--- src/rtl/jtag_tap_bridge.sv ---
// JTAG TAP oversampled on the core clock, bridging CMD/DATA/STATUS scan registers
// onto a management bus with a busy/wait handshake and sticky error flags.
module jtag_tap_bridge #(
    parameter int IR_WIDTH   = 5,
    parameter int ADDR_WIDTH = 20,
    parameter int DATA_WIDTH = 32
) (
    input  logic                    clk,
    input  logic                    rst,
    input  logic [31:0]             coreID,
    input  logic [10:0]             manufacturerID,
    input  logic [15:0]             partID,
    input  logic [3:0]              versionID,
    input  logic                    jtag_tck,
    input  logic                    jtag_tms,
    input  logic                    jtag_tdi,
    output logic                    jtag_tdo,
    output logic                    management_enable,
    output logic                    management_writeEnable,
    output logic [DATA_WIDTH/8-1:0] management_byteSelect,
    output logic [ADDR_WIDTH-1:0]   management_address,
    output logic [DATA_WIDTH-1:0]   management_writeData,
    input  logic [DATA_WIDTH-1:0]   management_readData,
    input  logic                    management_busy,
    output logic [IR_WIDTH-1:0]     probe_jtagInstruction
);
    localparam int BW = DATA_WIDTH / 8;
    localparam int CW = ADDR_WIDTH + BW + 2;
    localparam logic [IR_WIDTH-1:0] IR_IDCODE   = IR_WIDTH'(4);
    localparam logic [IR_WIDTH-1:0] IR_USERCODE = IR_WIDTH'(3);
    localparam logic [IR_WIDTH-1:0] IR_CMD      = IR_WIDTH'(8);
    localparam logic [IR_WIDTH-1:0] IR_DATA     = IR_WIDTH'(9);
    localparam logic [IR_WIDTH-1:0] IR_STATUS   = IR_WIDTH'(10);

    typedef enum logic [3:0] {
        TAP_TLR, TAP_RTI, TAP_SEL_DR, TAP_CAP_DR, TAP_SH_DR, TAP_EX1_DR, TAP_PA_DR, TAP_EX2_DR,
        TAP_UP_DR, TAP_SEL_IR, TAP_CAP_IR, TAP_SH_IR, TAP_EX1_IR, TAP_PA_IR, TAP_EX2_IR, TAP_UP_IR
    } tap_t;

    typedef enum logic [1:0] {M_IDLE, M_WAIT_DATA, M_BUS_READ, M_BUS_WRITE} mgmt_t;

    logic [1:0] r_tck_sync, r_tms_sync, r_tdi_sync;
    logic       r_tck_prev;
    logic       w_tck_rise, w_tck_fall, w_tms, w_tdi;

    always_ff @(posedge clk) begin
        if (rst) begin
            r_tck_sync <= '0;
            r_tms_sync <= '0;
            r_tdi_sync <= '0;
            r_tck_prev <= 1'b0;
        end else begin
            r_tck_sync <= {r_tck_sync[0], jtag_tck};
            r_tms_sync <= {r_tms_sync[0], jtag_tms};
            r_tdi_sync <= {r_tdi_sync[0], jtag_tdi};
            r_tck_prev <= r_tck_sync[1];
        end
    end

    assign w_tck_rise = r_tck_sync[1] & ~r_tck_prev;
    assign w_tck_fall = ~r_tck_sync[1] & r_tck_prev;
    assign w_tms      = r_tms_sync[1];
    assign w_tdi      = r_tdi_sync[1];

    tap_t r_tap, w_tap_nxt;

    always_ff @(posedge clk) begin
        if (rst)             r_tap <= TAP_TLR;
        else if (w_tck_rise) r_tap <= w_tap_nxt;
    end

    always_comb begin
        w_tap_nxt = r_tap;
        case (r_tap)
            TAP_TLR:    w_tap_nxt = w_tms ? TAP_TLR    : TAP_RTI;
            TAP_RTI:    w_tap_nxt = w_tms ? TAP_SEL_DR : TAP_RTI;
            TAP_SEL_DR: w_tap_nxt = w_tms ? TAP_SEL_IR : TAP_CAP_DR;
            TAP_CAP_DR: w_tap_nxt = w_tms ? TAP_EX1_DR : TAP_SH_DR;
            TAP_SH_DR:  w_tap_nxt = w_tms ? TAP_EX1_DR : TAP_SH_DR;
            TAP_EX1_DR: w_tap_nxt = w_tms ? TAP_UP_DR  : TAP_PA_DR;
            TAP_PA_DR:  w_tap_nxt = w_tms ? TAP_EX2_DR : TAP_PA_DR;
            TAP_EX2_DR: w_tap_nxt = w_tms ? TAP_UP_DR  : TAP_SH_DR;
            TAP_UP_DR:  w_tap_nxt = w_tms ? TAP_SEL_DR : TAP_RTI;
            TAP_SEL_IR: w_tap_nxt = w_tms ? TAP_TLR    : TAP_CAP_IR;
            TAP_CAP_IR: w_tap_nxt = w_tms ? TAP_EX1_IR : TAP_SH_IR;
            TAP_SH_IR:  w_tap_nxt = w_tms ? TAP_EX1_IR : TAP_SH_IR;
            TAP_EX1_IR: w_tap_nxt = w_tms ? TAP_UP_IR  : TAP_PA_IR;
            TAP_PA_IR:  w_tap_nxt = w_tms ? TAP_EX2_IR : TAP_PA_IR;
            TAP_EX2_IR: w_tap_nxt = w_tms ? TAP_UP_IR  : TAP_SH_IR;
            TAP_UP_IR:  w_tap_nxt = w_tms ? TAP_SEL_DR : TAP_RTI;
        endcase
    end

    // Register actions fire on the TCK rise that leaves the named state.
    logic w_cap_ir, w_sh_ir, w_up_ir, w_cap_dr, w_sh_dr, w_up_dr;
    assign w_cap_ir = w_tck_rise && r_tap == TAP_CAP_IR;
    assign w_sh_ir  = w_tck_rise && r_tap == TAP_SH_IR;
    assign w_up_ir  = w_tck_rise && r_tap == TAP_UP_IR;
    assign w_cap_dr = w_tck_rise && r_tap == TAP_CAP_DR;
    assign w_sh_dr  = w_tck_rise && r_tap == TAP_SH_DR;
    assign w_up_dr  = w_tck_rise && r_tap == TAP_UP_DR;

    logic [IR_WIDTH-1:0] r_ir_sr, r_cur_ir;

    always_ff @(posedge clk) begin
        if (rst) begin
            r_ir_sr  <= '0;
            r_cur_ir <= IR_IDCODE;
        end else begin
            if (w_cap_ir)     r_ir_sr <= IR_WIDTH'(2'b01);
            else if (w_sh_ir) r_ir_sr <= {w_tdi, r_ir_sr[IR_WIDTH-1:1]};
            if (r_tap == TAP_TLR) r_cur_ir <= IR_IDCODE;
            else if (w_up_ir)     r_cur_ir <= r_ir_sr;
        end
    end

    logic w_sel_id, w_sel_cmd, w_sel_data, w_sel_stat, w_sel_byp;
    assign w_sel_id   = (r_cur_ir == IR_IDCODE) || (r_cur_ir == IR_USERCODE);
    assign w_sel_cmd  = r_cur_ir == IR_CMD;
    assign w_sel_data = r_cur_ir == IR_DATA;
    assign w_sel_stat = r_cur_ir == IR_STATUS;
    assign w_sel_byp  = !(w_sel_id || w_sel_cmd || w_sel_data || w_sel_stat);

    mgmt_t                  r_m, w_m_nxt;
    logic [31:0]            r_id_sr;
    logic                   r_byp_sr;
    logic [CW-1:0]          r_cmd_sr;
    logic [DATA_WIDTH-1:0]  r_data_sr, r_rdata, r_wdata;
    logic [3:0]             r_stat_sr;
    logic [ADDR_WIDTH-1:0]  r_addr;
    logic [BW-1:0]          r_bsel;
    logic                   r_overrun, r_error, r_rvalid;

    always_ff @(posedge clk) begin
        if (rst) begin
            r_id_sr   <= '0;
            r_byp_sr  <= 1'b0;
            r_cmd_sr  <= '0;
            r_data_sr <= '0;
            r_stat_sr <= '0;
        end else if (w_cap_dr) begin
            if (w_sel_id)   r_id_sr   <= (r_cur_ir == IR_USERCODE) ? coreID
                                         : {versionID, partID, manufacturerID, 1'b1};
            if (w_sel_byp)  r_byp_sr  <= 1'b0;
            if (w_sel_cmd)  r_cmd_sr  <= '0;
            if (w_sel_data) r_data_sr <= r_rdata;
            if (w_sel_stat) r_stat_sr <= {r_overrun, r_error, r_rvalid, r_m != M_IDLE};
        end else if (w_sh_dr) begin
            if (w_sel_id)   r_id_sr   <= {w_tdi, r_id_sr[31:1]};
            if (w_sel_byp)  r_byp_sr  <= w_tdi;
            if (w_sel_cmd)  r_cmd_sr  <= {w_tdi, r_cmd_sr[CW-1:1]};
            if (w_sel_data) r_data_sr <= {w_tdi, r_data_sr[DATA_WIDTH-1:1]};
            if (w_sel_stat) r_stat_sr <= {w_tdi, r_stat_sr[3:1]};
        end
    end

    logic w_dr_lsb;
    always_comb begin
        w_dr_lsb = r_byp_sr;
        if (w_sel_id)   w_dr_lsb = r_id_sr[0];
        if (w_sel_cmd)  w_dr_lsb = r_cmd_sr[0];
        if (w_sel_data) w_dr_lsb = r_data_sr[0];
        if (w_sel_stat) w_dr_lsb = r_stat_sr[0];
    end

    always_ff @(posedge clk) begin
        if (rst) jtag_tdo <= 1'b0;
        else if (w_tck_fall) begin
            case (r_tap)
                TAP_SH_IR: jtag_tdo <= r_ir_sr[0];
                TAP_SH_DR: jtag_tdo <= w_dr_lsb;
                default:   jtag_tdo <= 1'b0;
            endcase
        end
    end

    logic          w_upd_cmd, w_upd_data, w_cap_data, w_cap_stat;
    logic          w_cmd_rd, w_cmd_wr;
    logic [BW-1:0] w_cmd_bsel;
    assign w_upd_cmd  = w_up_dr  && w_sel_cmd;
    assign w_upd_data = w_up_dr  && w_sel_data;
    assign w_cap_data = w_cap_dr && w_sel_data;
    assign w_cap_stat = w_cap_dr && w_sel_stat;
    assign w_cmd_rd   = r_cmd_sr[CW-1];
    assign w_cmd_wr   = r_cmd_sr[CW-2];
    assign w_cmd_bsel = r_cmd_sr[ADDR_WIDTH +: BW];

    logic w_lat_cmd, w_lat_wd, w_set_err, w_set_ovr, w_done;

    always_ff @(posedge clk) begin
        if (rst) r_m <= M_IDLE;
        else     r_m <= w_m_nxt;
    end

    always_comb begin
        w_m_nxt   = r_m;
        w_lat_cmd = 1'b0;
        w_lat_wd  = 1'b0;
        w_set_err = 1'b0;
        w_set_ovr = 1'b0;
        w_done    = 1'b0;
        case (r_m)
            M_IDLE: begin
                if (w_upd_cmd) begin
                    if ((w_cmd_rd || w_cmd_wr) && ((w_cmd_rd && w_cmd_wr) || w_cmd_bsel == '0)) begin
                        w_set_err = 1'b1;
                    end else if (w_cmd_rd) begin
                        w_lat_cmd = 1'b1;
                        w_m_nxt   = M_BUS_READ;
                    end else if (w_cmd_wr) begin
                        w_lat_cmd = 1'b1;
                        w_m_nxt   = M_WAIT_DATA;
                    end
                end
            end
            M_WAIT_DATA: begin
                if (w_upd_cmd) begin
                    w_set_ovr = 1'b1;
                    w_m_nxt   = M_IDLE;
                end else if (w_upd_data) begin
                    w_lat_wd = 1'b1;
                    w_m_nxt  = M_BUS_WRITE;
                end
            end
            M_BUS_READ, M_BUS_WRITE: begin
                w_set_ovr = w_upd_cmd || w_upd_data;
                if (!management_busy) begin
                    w_done  = 1'b1;
                    w_m_nxt = M_IDLE;
                end
            end
        endcase
    end

    always_ff @(posedge clk) begin
        if (rst) begin
            r_addr    <= '0;
            r_bsel    <= '0;
            r_wdata   <= '0;
            r_rdata   <= '0;
            r_overrun <= 1'b0;
            r_error   <= 1'b0;
            r_rvalid  <= 1'b0;
        end else begin
            if (w_lat_cmd) begin
                r_addr <= r_cmd_sr[ADDR_WIDTH-1:0];
                r_bsel <= w_cmd_bsel;
            end
            if (w_lat_wd) r_wdata <= r_data_sr;
            if (w_done && r_m == M_BUS_READ) r_rdata <= management_readData;
            if (w_cap_stat) begin
                r_overrun <= 1'b0;
                r_error   <= 1'b0;
            end
            if (w_set_err) r_error   <= 1'b1;
            if (w_set_ovr) r_overrun <= 1'b1;
            // A completion landing on the DATA capture wins so the new data is not lost.
            if (w_cap_data) r_rvalid <= 1'b0;
            if (w_done && r_m == M_BUS_READ) r_rvalid <= 1'b1;
        end
    end

    assign management_enable      = (r_m == M_BUS_READ) || (r_m == M_BUS_WRITE);
    assign management_writeEnable = r_m == M_BUS_WRITE;
    assign management_writeData   = (r_m == M_BUS_WRITE) ? r_wdata : '0;
    assign management_address     = r_addr;
    assign management_byteSelect  = r_bsel;
    assign probe_jtagInstruction  = r_cur_ir;
endmodule
--- config.mk ---
export PLATFORM = sky130hd
export DESIGN_NAME = jtag_tap_bridge
export DESIGN_NICKNAME = d
export VERILOG_FILES = /design/src/rtl/jtag_tap_bridge.sv
export SDC_FILE = /design/constraint.sdc
export NUM_CORES = 1
export LEC_CHECK = 0
export BUFFER_PORTS_ARGS = -buffer_cell sky130_fd_sc_hd__buf_2
export CAP_MARGIN = 15
export CORE_ASPECT_RATIO = 0.6
export CORE_MARGIN = 1
export CORE_UTILIZATION = 40
export CTS_CLUSTER_DIAMETER = 30
export DETAILED_ROUTE_END_ITERATION = 12
export SYNTH_ARGS = -nofsm -noshare
export SYNTH_HDL_FRONTEND = slang
export SYNTH_SLANG_ARGS = --single-unit
--- constraint.sdc ---
create_clock -name clk -period 2.9 [get_ports clk]
set_clock_uncertainty 0.05 [all_clocks]
set_input_delay 0.29 -clock clk [delete_from_list [all_inputs] [get_ports clk]]
set_output_delay 0.29 -clock clk [all_outputs]
set_load 0.02 [all_outputs]
=== Word-level counts from Yosys, hierarchy flattened ===
Index checks and enable logic that the tools add are counted.

* Input port bits: 101
* Bits in registers: 210
* Output and inout port bits: 64
* Logic and storage cells: 167

* Bitwise operators: 5
* Mux-type cells: 70
* Reductions and logical operators: 42
* Eq/ne operators: 28

{| class="wikitable"
|+ Operator list
! kind !! count
|-
| $mux 32 || 10
|-
| $mux 26 || 4
|-
| $pmux 4 s12 || 1
|-
| $eq 4x4->1 const B || 8
|-
| $mux 1 || 32
|-
| $mux 4 || 8
|-
| $mux 2 || 10
|-
| $eq 4x3->1 const B || 4
|-
| $eq 5x4->1 const B || 3
|-
| $logic_and 1x1->1 || 13
|-
| $reduce_bool 2->1 || 6
|-
| $reduce_and 2->1 || 5
|-
| $reduce_or 2->1 || 5
|-
| $eq 4x2->1 const B || 2
|-
| $logic_not 4->1 || 2
|-
| $logic_or 1x1->1 || 8
|-
| $mux 3 || 2
|-
| $ne 2x2->1 const B || 3
|-
| $ne 3x3->1 const B || 2
|-
| $pmux 2 s3 || 1
|-
| $eq 5x2->1 const B || 1
|-
| $eq 5x3->1 const B || 1
|-
| $reduce_and 5->1 || 1
|-
| $eq 2x2->1 const B || 2
|-
| 7 further kinds || 11
|}

=== Longest topological paths before layout ===
Gate-level depths: netlist (run 1).

* Depth in word-level cells: 8
* Depth in mapped cells: 8
* Mapped depth without buffers: 4

=== Least setup slack after synthesis (run 1) ===
No wires, ideal clock.

* Path kind: register to register
* Start point: reg r_cur_ir[3], in the netlist probe_jtagInstruction[3]
* End point: reg r_addr[10], in the netlist management_address[10]
* Setup time: 72 ps
* Slack: 667 ps
* Path buffers: 3
* Data required time: 2,778 ps
* Arrival time: 2,111 ps
* Clock period less this slack: 2,233 ps
* Cell stages (with the launch flop): 8
* Path through: dfxtp_1 clkbuf_1 nor3b_1 nand2_1 nor4_1 buf_2 buf_4 mux2i_1

* Longest elaborated chain between the ends: 4

{| class="wikitable"
|+ RTL lines
! item !! line !! RTL
|-
| start: declaration || 103 || <nowiki>logic [IR_WIDTH-1:0] r_ir_sr, r_cur_ir;</nowiki>
|-
| start signal: assignment || 113 || <nowiki>else if (w_up_ir) r_cur_ir <= r_ir_sr;</nowiki>
|-
| $eq 5x4->1 || 119 || <nowiki>assign w_sel_cmd = r_cur_ir == IR_CMD;</nowiki>
|-
| $logic_and 1x1->1 || 180 || <nowiki>assign w_upd_cmd = w_up_dr && w_sel_cmd;</nowiki>
|-
| $mux 1 || 204 || <nowiki>if (w_upd_cmd) begin</nowiki>
|-
| $mux 1 || 202 || <nowiki>case (r_m)</nowiki>
|-
| end signal: assignment || 246 || <nowiki>r_addr <= r_cmd_sr[ADDR_WIDTH-1:0];</nowiki>
|-
| end: declaration || 130 || <nowiki>logic [ADDR_WIDTH-1:0] r_addr;</nowiki>
|}

No other way between the ends.
A chain may end at the register's enable or synchronous reset.

=== Worst setup path after layout (run 1) ===
* Start point: reg r_tap[0]
* End point: reg r_id_sr[0]

* Longest elaborated chain between the ends: 4
* Elaborated cells between the ends (all ways): 7
* Classes of those cells: 2 x eq/ne; 1 x mux; 4 x reduce/logical

{| class="wikitable"
|+ RTL lines
! item !! line !! RTL
|-
| start: declaration || 65 || <nowiki>tap_t r_tap, w_tap_nxt;</nowiki>
|-
| start signal: assignment || 69 || <nowiki>else if (w_tck_rise) r_tap <= w_tap_nxt;</nowiki>
|-
| $eq 4x2->1 / $eq 4x3->1 (equally long branches) || 99, 100 ||
|-
| $logic_and 1x1->1 (on tied branches) || 99, 100 ||
|-
| $reduce_bool 2->1 (no source line) || - ||
|-
| $reduce_and 2->1 (no source line) || - ||
|-
| end signal: assignment || 142 || <nowiki>if (w_sel_id) r_id_sr <= (r_cur_ir == IR_USERCODE) ? coreID</nowiki>
|-
| end signal: assignment || 149 || <nowiki>if (w_sel_id) r_id_sr <= {w_tdi, r_id_sr[31:1]};</nowiki>
|-
| end: declaration || 125 || <nowiki>logic [31:0] r_id_sr;</nowiki>
|}

Parallel ways exist; a longest one is shown, timed or not.

==> flow_metrics.env, run 1 <==
export IMPL_syn_mean_instance_area_um2=8.12
export IMPL_antenna_found_initial=0
export IMPL_finalCritPeriodShare=0.846
export IMPL_async_flop_share=0
export IMPL_hold_class="primary input to flip-flop"
export IMPL_io_pins=165
export IMPL_grt_start_max_net_pins=109
export IMPL_yosysMostFrequentCell="nand2_1"
export IMPL_yosysSeqAreaShare=0.441
export IMPL_crit_type="flip-flop to flip-flop"
export IMPL_diodes=0
export IMPL_post_cts_buffers=0
export IMPL_ir_worst_vdd_uv=397
export IMPL_holdCritStartpoint="management_readData[31]"
export IMPL_layout_nets=1415
export IMPL_grt_remaining_overflow=0
export IMPL_fin_setup_tns_ns=0
export IMPL_rsz0062_at_grt="false"
export IMPL_min_to="r_rdata[31]"
export IMPL_min_period_ns=2.45
export IMPL_avgRoutedWirePerCell_um=15.4
export IMPL_ant_nets=0
export IMPL_clock_path_buffers=3
export IMPL_p_leak_nw=4.40
export IMPL_dp_cells=1563
export IMPL_drcViolationCount=0
export IMPL_n_fill_cell=2229
export IMPL_outcome="complete, no violations"
export IMPL_netlist_area_um2=9530
export IMPL_area_delta_synth_final_pct=26.3
export IMPL_slew_headroom=0.294
export IMPL_cts_resized_gates=0
export IMPL_ys_types=59
export IMPL_ys_ff_latch=210
export IMPL_first_pass_iters=5
export IMPL_gp_congestion=0.859
export IMPL_critPathLaunchType="flip-flop"
export IMPL_synthTopCellsByArea="dfxtp_1 (44%), nand2_1 (8.8%), nand3_1 (6.8%)"
export IMPL_drive_gt1_frac=0.223
export IMPL_vias=8847
export IMPL_max_cap_violations=0
export IMPL_grtUsageTotal=0.206
export IMPL_syn_instance_count=1174
export IMPL_final_util=0.518
export IMPL_fp_dieH_um=122
export IMPL_hold_path_cell_count=3
export IMPL_worst_path_max_fanout=30
export IMPL_syn_num_nets=1275
export IMPL_wl_um=25500
export IMPL_finalNonFillerCells=1654
export IMPL_design_area_um2=12000
export IMPL_port_buffers=164
export IMPL_setup_violations=0
export IMPL_reg2reg_from="r_tap[0]"
export IMPL_clockRootBuffer="clkbuf_16"
export IMPL_p_total_mw=7.31
export IMPL_synth_edf_count=0
export IMPL_fp_dieArea_um2=24500
export IMPL_drt_iter0_markers=691
export IMPL_reg2reg_setup_slack_ns=0.45
export IMPL_arrival_ns=2.78
export IMPL_worstMarginPinSlew_ns=1.06
export IMPL_ff_latch_area_um2=4200
export IMPL_dp_hpwl_um=16000
export IMPL_core_area_um2=23200
export IMPL_rows=43
export IMPL_synth_common_cells="nand2_1 (223), dfxtp_1 (210), nand3_1 (130), a21oi_1 (109), clkbuf_1 (97)"
export IMPL_clock_fmax_mhz=408
export IMPL_holdBufCountCts=28
export IMPL_cts_tree="built"
export IMPL_pwr_density_cell_nw_per_um2=607
export IMPL_die_w_um=201
export IMPL_ff2ff_path_depth=4
export IMPL_finalWorstSetupSlack_ns=0.446
export IMPL_worstSkewPairLatency_ns=0.50
export IMPL_synth_area_leader_cell="dfxtp_1"
export IMPL_synthFlopType="dfxtp_1"
export IMPL_clkSlewWorstSetupHoldPaths_ns=0.05
export IMPL_dp_slack_ns=0.484
export IMPL_clock_sinks=210
export IMPL_ys_warn_count=0
export IMPL_htree_num_levels=2
export IMPL_vias_per_cell=5.35
export IMPL_synth_top_area_frac=0.441
export IMPL_required_ns=3.22
export IMPL_reg2reg_to="r_id_sr[0]"
export IMPL_multiInputGateArea_um2=4830
export IMPL_cts_made_buffers=35
export IMPL_dpl_cell_area_um2=10500
export IMPL_cp_end_kind="flip-flop"
export IMPL_initial_core_util=0.410
export IMPL_final_hold_violation_count=0
export IMPL_grt_pass1_vias=8131
export IMPL_grt_pass1_wl_um=41500
export IMPL_whs_ns=0.0112
export IMPL_slew_viol_final=0
## area by class of cell
| cell class | count | share of cell area |
|---|---|---|
| clock buffers | 41 | 0.0771 |
| inverters | 6 | 0.00187 |
| flip-flops and latches | 210 | 0.349 |
| well taps | 315 | 0.0327 |
| repair buffers | 222 | 0.115 |
| multi-input cells | 839 | 0.401 |
| clock inverters | 21 | 0.0229 |
## metal layers
layer / vias up / track usage / wire (um)
met5: - / 0 / 0
met4: 0 / 0.0497 / 330
met3: 25 / 0.0342 / 1390
met2: 243 / 0.308 / 10600
met1: 4148 / 0.307 / 13200
li1: 4431 / - / -
## worst max path at each step
stage,startpoint,end,depth (start not counted)
after detailed placement,r_tap[0],r_id_sr[0],4
after global placement,r_tap[0],r_id_sr[0],4
after CTS,r_tap[0],r_id_sr[0],4
after global routing,r_tap[2],r_stat_sr[2],4
final,r_tap[0],r_id_sr[0],4
after floorplan,probe_jtagInstruction[3],management_address[10],7
## flip-flops by register name, indices dropped and copies added, names as in the netlist
signal,cells
r_data_sr,32
r_id_sr,32
r_rdata,32
r_wdata,32
r_cmd_sr,26
management_address,20
probe_jtagInstruction,5
r_ir_sr,5
management_byteSelect,4
r_stat_sr,4
r_tap,4
r_m,2
r_tck_sync,2
r_tdi_sync,2
r_tms_sync,2
jtag_tdo,1
r_byp_sr,1
r_error,1
r_overrun,1
r_rvalid,1
r_tck_prev,1
## worst max-delay path, cell delays in order (launching register included)
cell,delay [ns]
dfxtp_1,0.64
nor3b_1,0.50
nand2_4,0.32
or4_1,0.57
a32o_1,0.26
## layout by cell type, fill, tap and decap left out, drive strengths merged, types with 3 or more instances in the layout
cell type    netlist  layout
nand2            223     223
dfxtp            210     210
buf               21     194
nand3            130     130
a21oi            109     109
o21ai             74      74
nor2              53      53
clkbuf            98      41
nand2b            38      38
a311oi            35      35
a32o              34      34
and3              33      33
mux2i             28      28
dlygate4sd3        0      28
inv                6      14
nor2b             13      13
nor3b              5       5
bufinv             0       5
nor3               5       5
and2               5       5
clkinv             0       5
a211oi             4       4
or3b               4       4
a2111oi            4       4
or2                3       3
nand3b             3       3
and3b              3       3
o211ai             3       3
clkinvlp           0       3
## kinds of logic (layout without fill, tap and decap cells)
family	count (synthesis)	in the layout	share of synthesized area
multiplexers	29	29	0.0306
buffers and inverters	125	290	0.0549
AO/OA/AOI/OAI	279	279	0.210
flip-flops	210	210	0.441
AND/OR/NAND/NOR	531	531	0.263
## power by group
group          leakage [nW]  switching (mW)  total (mW)  internal [mW]
logic                  2.12           0.104       0.202         0.0973
registers              1.69         0.00819        2.90           2.90
clock network         0.584            1.44        4.21           2.76
total                  4.40            1.56        7.31           5.76
Note: power is estimated with default switching activity, not from simulation.
==> run 2, diff against run 1 <==
Clock period 2.9 ns to 2 ns, I/O delays scaled along.
==> run 2 against run 1 <==
  * Setup slack got worse by 0.47 ns
  * Final area increased by 8.7%
  * Sequential cell count unchanged
  * Fmax increased by 21%
  * Sequential power increased by 45%
  * Clock-buffer cell count increased by 6
  * Power increased by 54%
  * Critical path depth increased by 5
  * Sequential share of layout area decreased by 2.7 points
  * Largest cell class unchanged
  * The flow now finishes with violations (negative setup slack)
  * Highest routed layer unchanged
  * Critical endpoint is now r_cmd_sr[7]
==> flow_metrics.env, run 2 (synthesis gave the netlist of run 1 again) <==
export IMPL_outcome="complete, but fails checks"
export IMPL_violations="negative setup slack"
export IMPL_reg2reg_from="r_tap[2]"
export IMPL_setup_violations=6
export IMPL_p_total_mw=11.3
export IMPL_met3_usage=0.0484
export IMPL_p_comb_frac=0.029
export IMPL_cts_tree="built"
export IMPL_rows=43
export IMPL_finalNonFillerCells=1719
export IMPL_port_buffers=164
export IMPL_grt_pass1_wl_um=44100
export IMPL_p_leak_nw=4.86
export IMPL_initial_core_util=0.410
export IMPL_busiest_layer="met2"
export IMPL_slew_headroom=0.524
export IMPL_clockRootBuffer="clkbuf_16"
export IMPL_antenna_found_initial=0
export IMPL_final_common_cell="nand2_1"
export IMPL_first_pass_iters=5
export IMPL_drt_iter0_markers=668
export IMPL_grt_remaining_overflow=0
export IMPL_finalWorstSetupSlack_ns=-0.0203
export IMPL_max_cap_violations=0
export IMPL_arrival_ns=2.39
export IMPL_gp_congestion=0.877
export IMPL_min_period_ns=2.02
export IMPL_cts_made_buffers=39
export IMPL_min_to="r_id_sr[6]"
export IMPL_fp_dieH_um=122
export IMPL_die_w_um=201
export IMPL_slew_viol_final=0
export IMPL_worst_path_max_fanout=7
export IMPL_finalCritPeriodShare=1.01
export IMPL_ir_worst_vdd_uv=621
export IMPL_grt_pass1_vias=8546
export IMPL_dp_cells=1595
export IMPL_worstSkewPairLatency_ns=0.50
export IMPL_final_hold_violation_count=0
export IMPL_rsz0062_at_grt="true"
export IMPL_dp_hpwl_um=17000
export IMPL_ant_nets=0
export IMPL_clock_fmax_mhz=495
export IMPL_sw_frac_of_total=0.214
export IMPL_avgRoutedWirePerCell_um=16.3
export IMPL_grt_util_met2=0.335
export IMPL_required_ns=2.37
export IMPL_worstMarginPinSlew_ns=0.714
export IMPL_diodes=0
export IMPL_ff2ff_path_depth=9
export IMPL_pwr_share_seq=0.373
export IMPL_hold_path_cell_count=4
export IMPL_io_pins=165
export IMPL_reg2reg_setup_slack_ns=-0.02
export IMPL_grtUsageTotal=0.220
export IMPL_reg2reg_to="r_cmd_sr[7]"
export IMPL_drive_gt1_frac=0.282
export IMPL_final_cell_mix="nand2_1 (222), dfxtp_1 (205), buf_2 (163), nand3_1 (114), a21oi_1 (95)"
export IMPL_critPathLaunchType="flip-flop"
export IMPL_holdCritStartpoint="coreID[6]"
export IMPL_wl_um=28000
export IMPL_area_delta_synth_final_pct=37.3
export IMPL_core_area_um2=23200
export IMPL_crit_type="flip-flop to flip-flop"
export IMPL_clkPwrFrac=0.597
export IMPL_htree_num_levels=2
export IMPL_final_util=0.563
export IMPL_p_int_mw=8.86
export IMPL_netSwitchingPower_mw=2.41
export IMPL_vias_per_cell=5.39
export IMPL_hold_class="primary input to flip-flop"
export IMPL_pwr_density_cell_nw_per_um2=861
export IMPL_grt_start_max_net_pins=102
export IMPL_grt_use_met1=0.319
export IMPL_vias=9264
export IMPL_clock_path_buffers=3
export IMPL_clkSlewWorstSetupHoldPaths_ns=0.05
export IMPL_layout_nets=1478
export IMPL_cp_end_kind="flip-flop"
export IMPL_fp_dieArea_um2=24500
export IMPL_clock_sinks=210
export IMPL_drcViolationCount=0
## run 2: metrics by stage
stage	hold WS, ns	cell area [um^2]	setup TNS, ns	setup WS, ns
CTS	0.0356	12700	0	0.00355
finish	0.0481	13100	-0.0553	-0.0203
detailed placement	0.382	10900	-1.08	-0.0868
global route	0.0509	13100	-1.96	-0.0817
global placement	0.370	10900	-0.801	-0.0445
floorplan	0.278	9570	-4.56	-0.107
## run 2: layout make-up
| cell class | instances | area, um^2 |
|---|---|---|
| inverter | 6 | 22.5 |
| multi-input combinational | 839 | 5020 |
| fill | 2106 | 10200 |
| clock buffer | 47 | 1080 |
| sequential | 210 | 4210 |
| clock inverter | 21 | 269 |
| tap | 315 | 394 |
| timing repair buffer | 281 | 2100 |
## run 2: power by group through the flow
| stage | clock network (mW) | registers [mW] | logic [mW] |
|---|---|---|---|
| after floorplan | 0 | 4.29 | 0.120 |
| after global placement | 0 | 4.29 | 0.269 |
| after detailed placement | 0 | 4.29 | 0.265 |
| after CTS | 6.84 | 4.21 | 0.324 |
| after global routing | 7.05 | 4.20 | 0.356 |
| final | 6.73 | 4.21 | 0.328 |
## run 2: how the worst max path moves through the flow
stage	cells after the start	endpoint	startpoint	slack (ns)
after global routing	9	r_cmd_sr[7]	r_tap[2]	-0.08
after global placement	7	r_data_sr[27]	r_tap[2]	-0.04
final	9	r_cmd_sr[7]	r_tap[2]	-0.02
after CTS	7	r_data_sr[28]	r_tap[2]	0.004
after floorplan	7	r_data_sr[24]	probe_jtagInstruction[4]	-0.11
after detailed placement	7	r_data_sr[28]	r_tap[2]	-0.09
## run 2: worst max-delay path: stages (launching register included)
cell and delay (ns):
dfxtp_2 0.31, buf_6 0.12, nand3b_1 0.24, buf_6 0.18
buf_6 0.11, a2111oi_4 0.34, buf_6 0.19, clkbuf_16 0.17
nand3_2 0.07, a21oi_1 0.15
## run 2: what timing repair did
item,CTS,global route
gates resized for setup,5,48
setup buffers,2,12
pin swaps,1,26
hold endpoints to repair,37,0
setup endpoints to repair,47,98
hold buffers,37,0
cloned,0,5
## run 2: per-layer routing
metal	part of all wire	wire length, um	vias up
met5	0	0	-
met4	0.012	345	0
met1	0.49	13800	4378
met2	0.42	11800	293
li1	-	-	4553
met3	0.071	1980	40
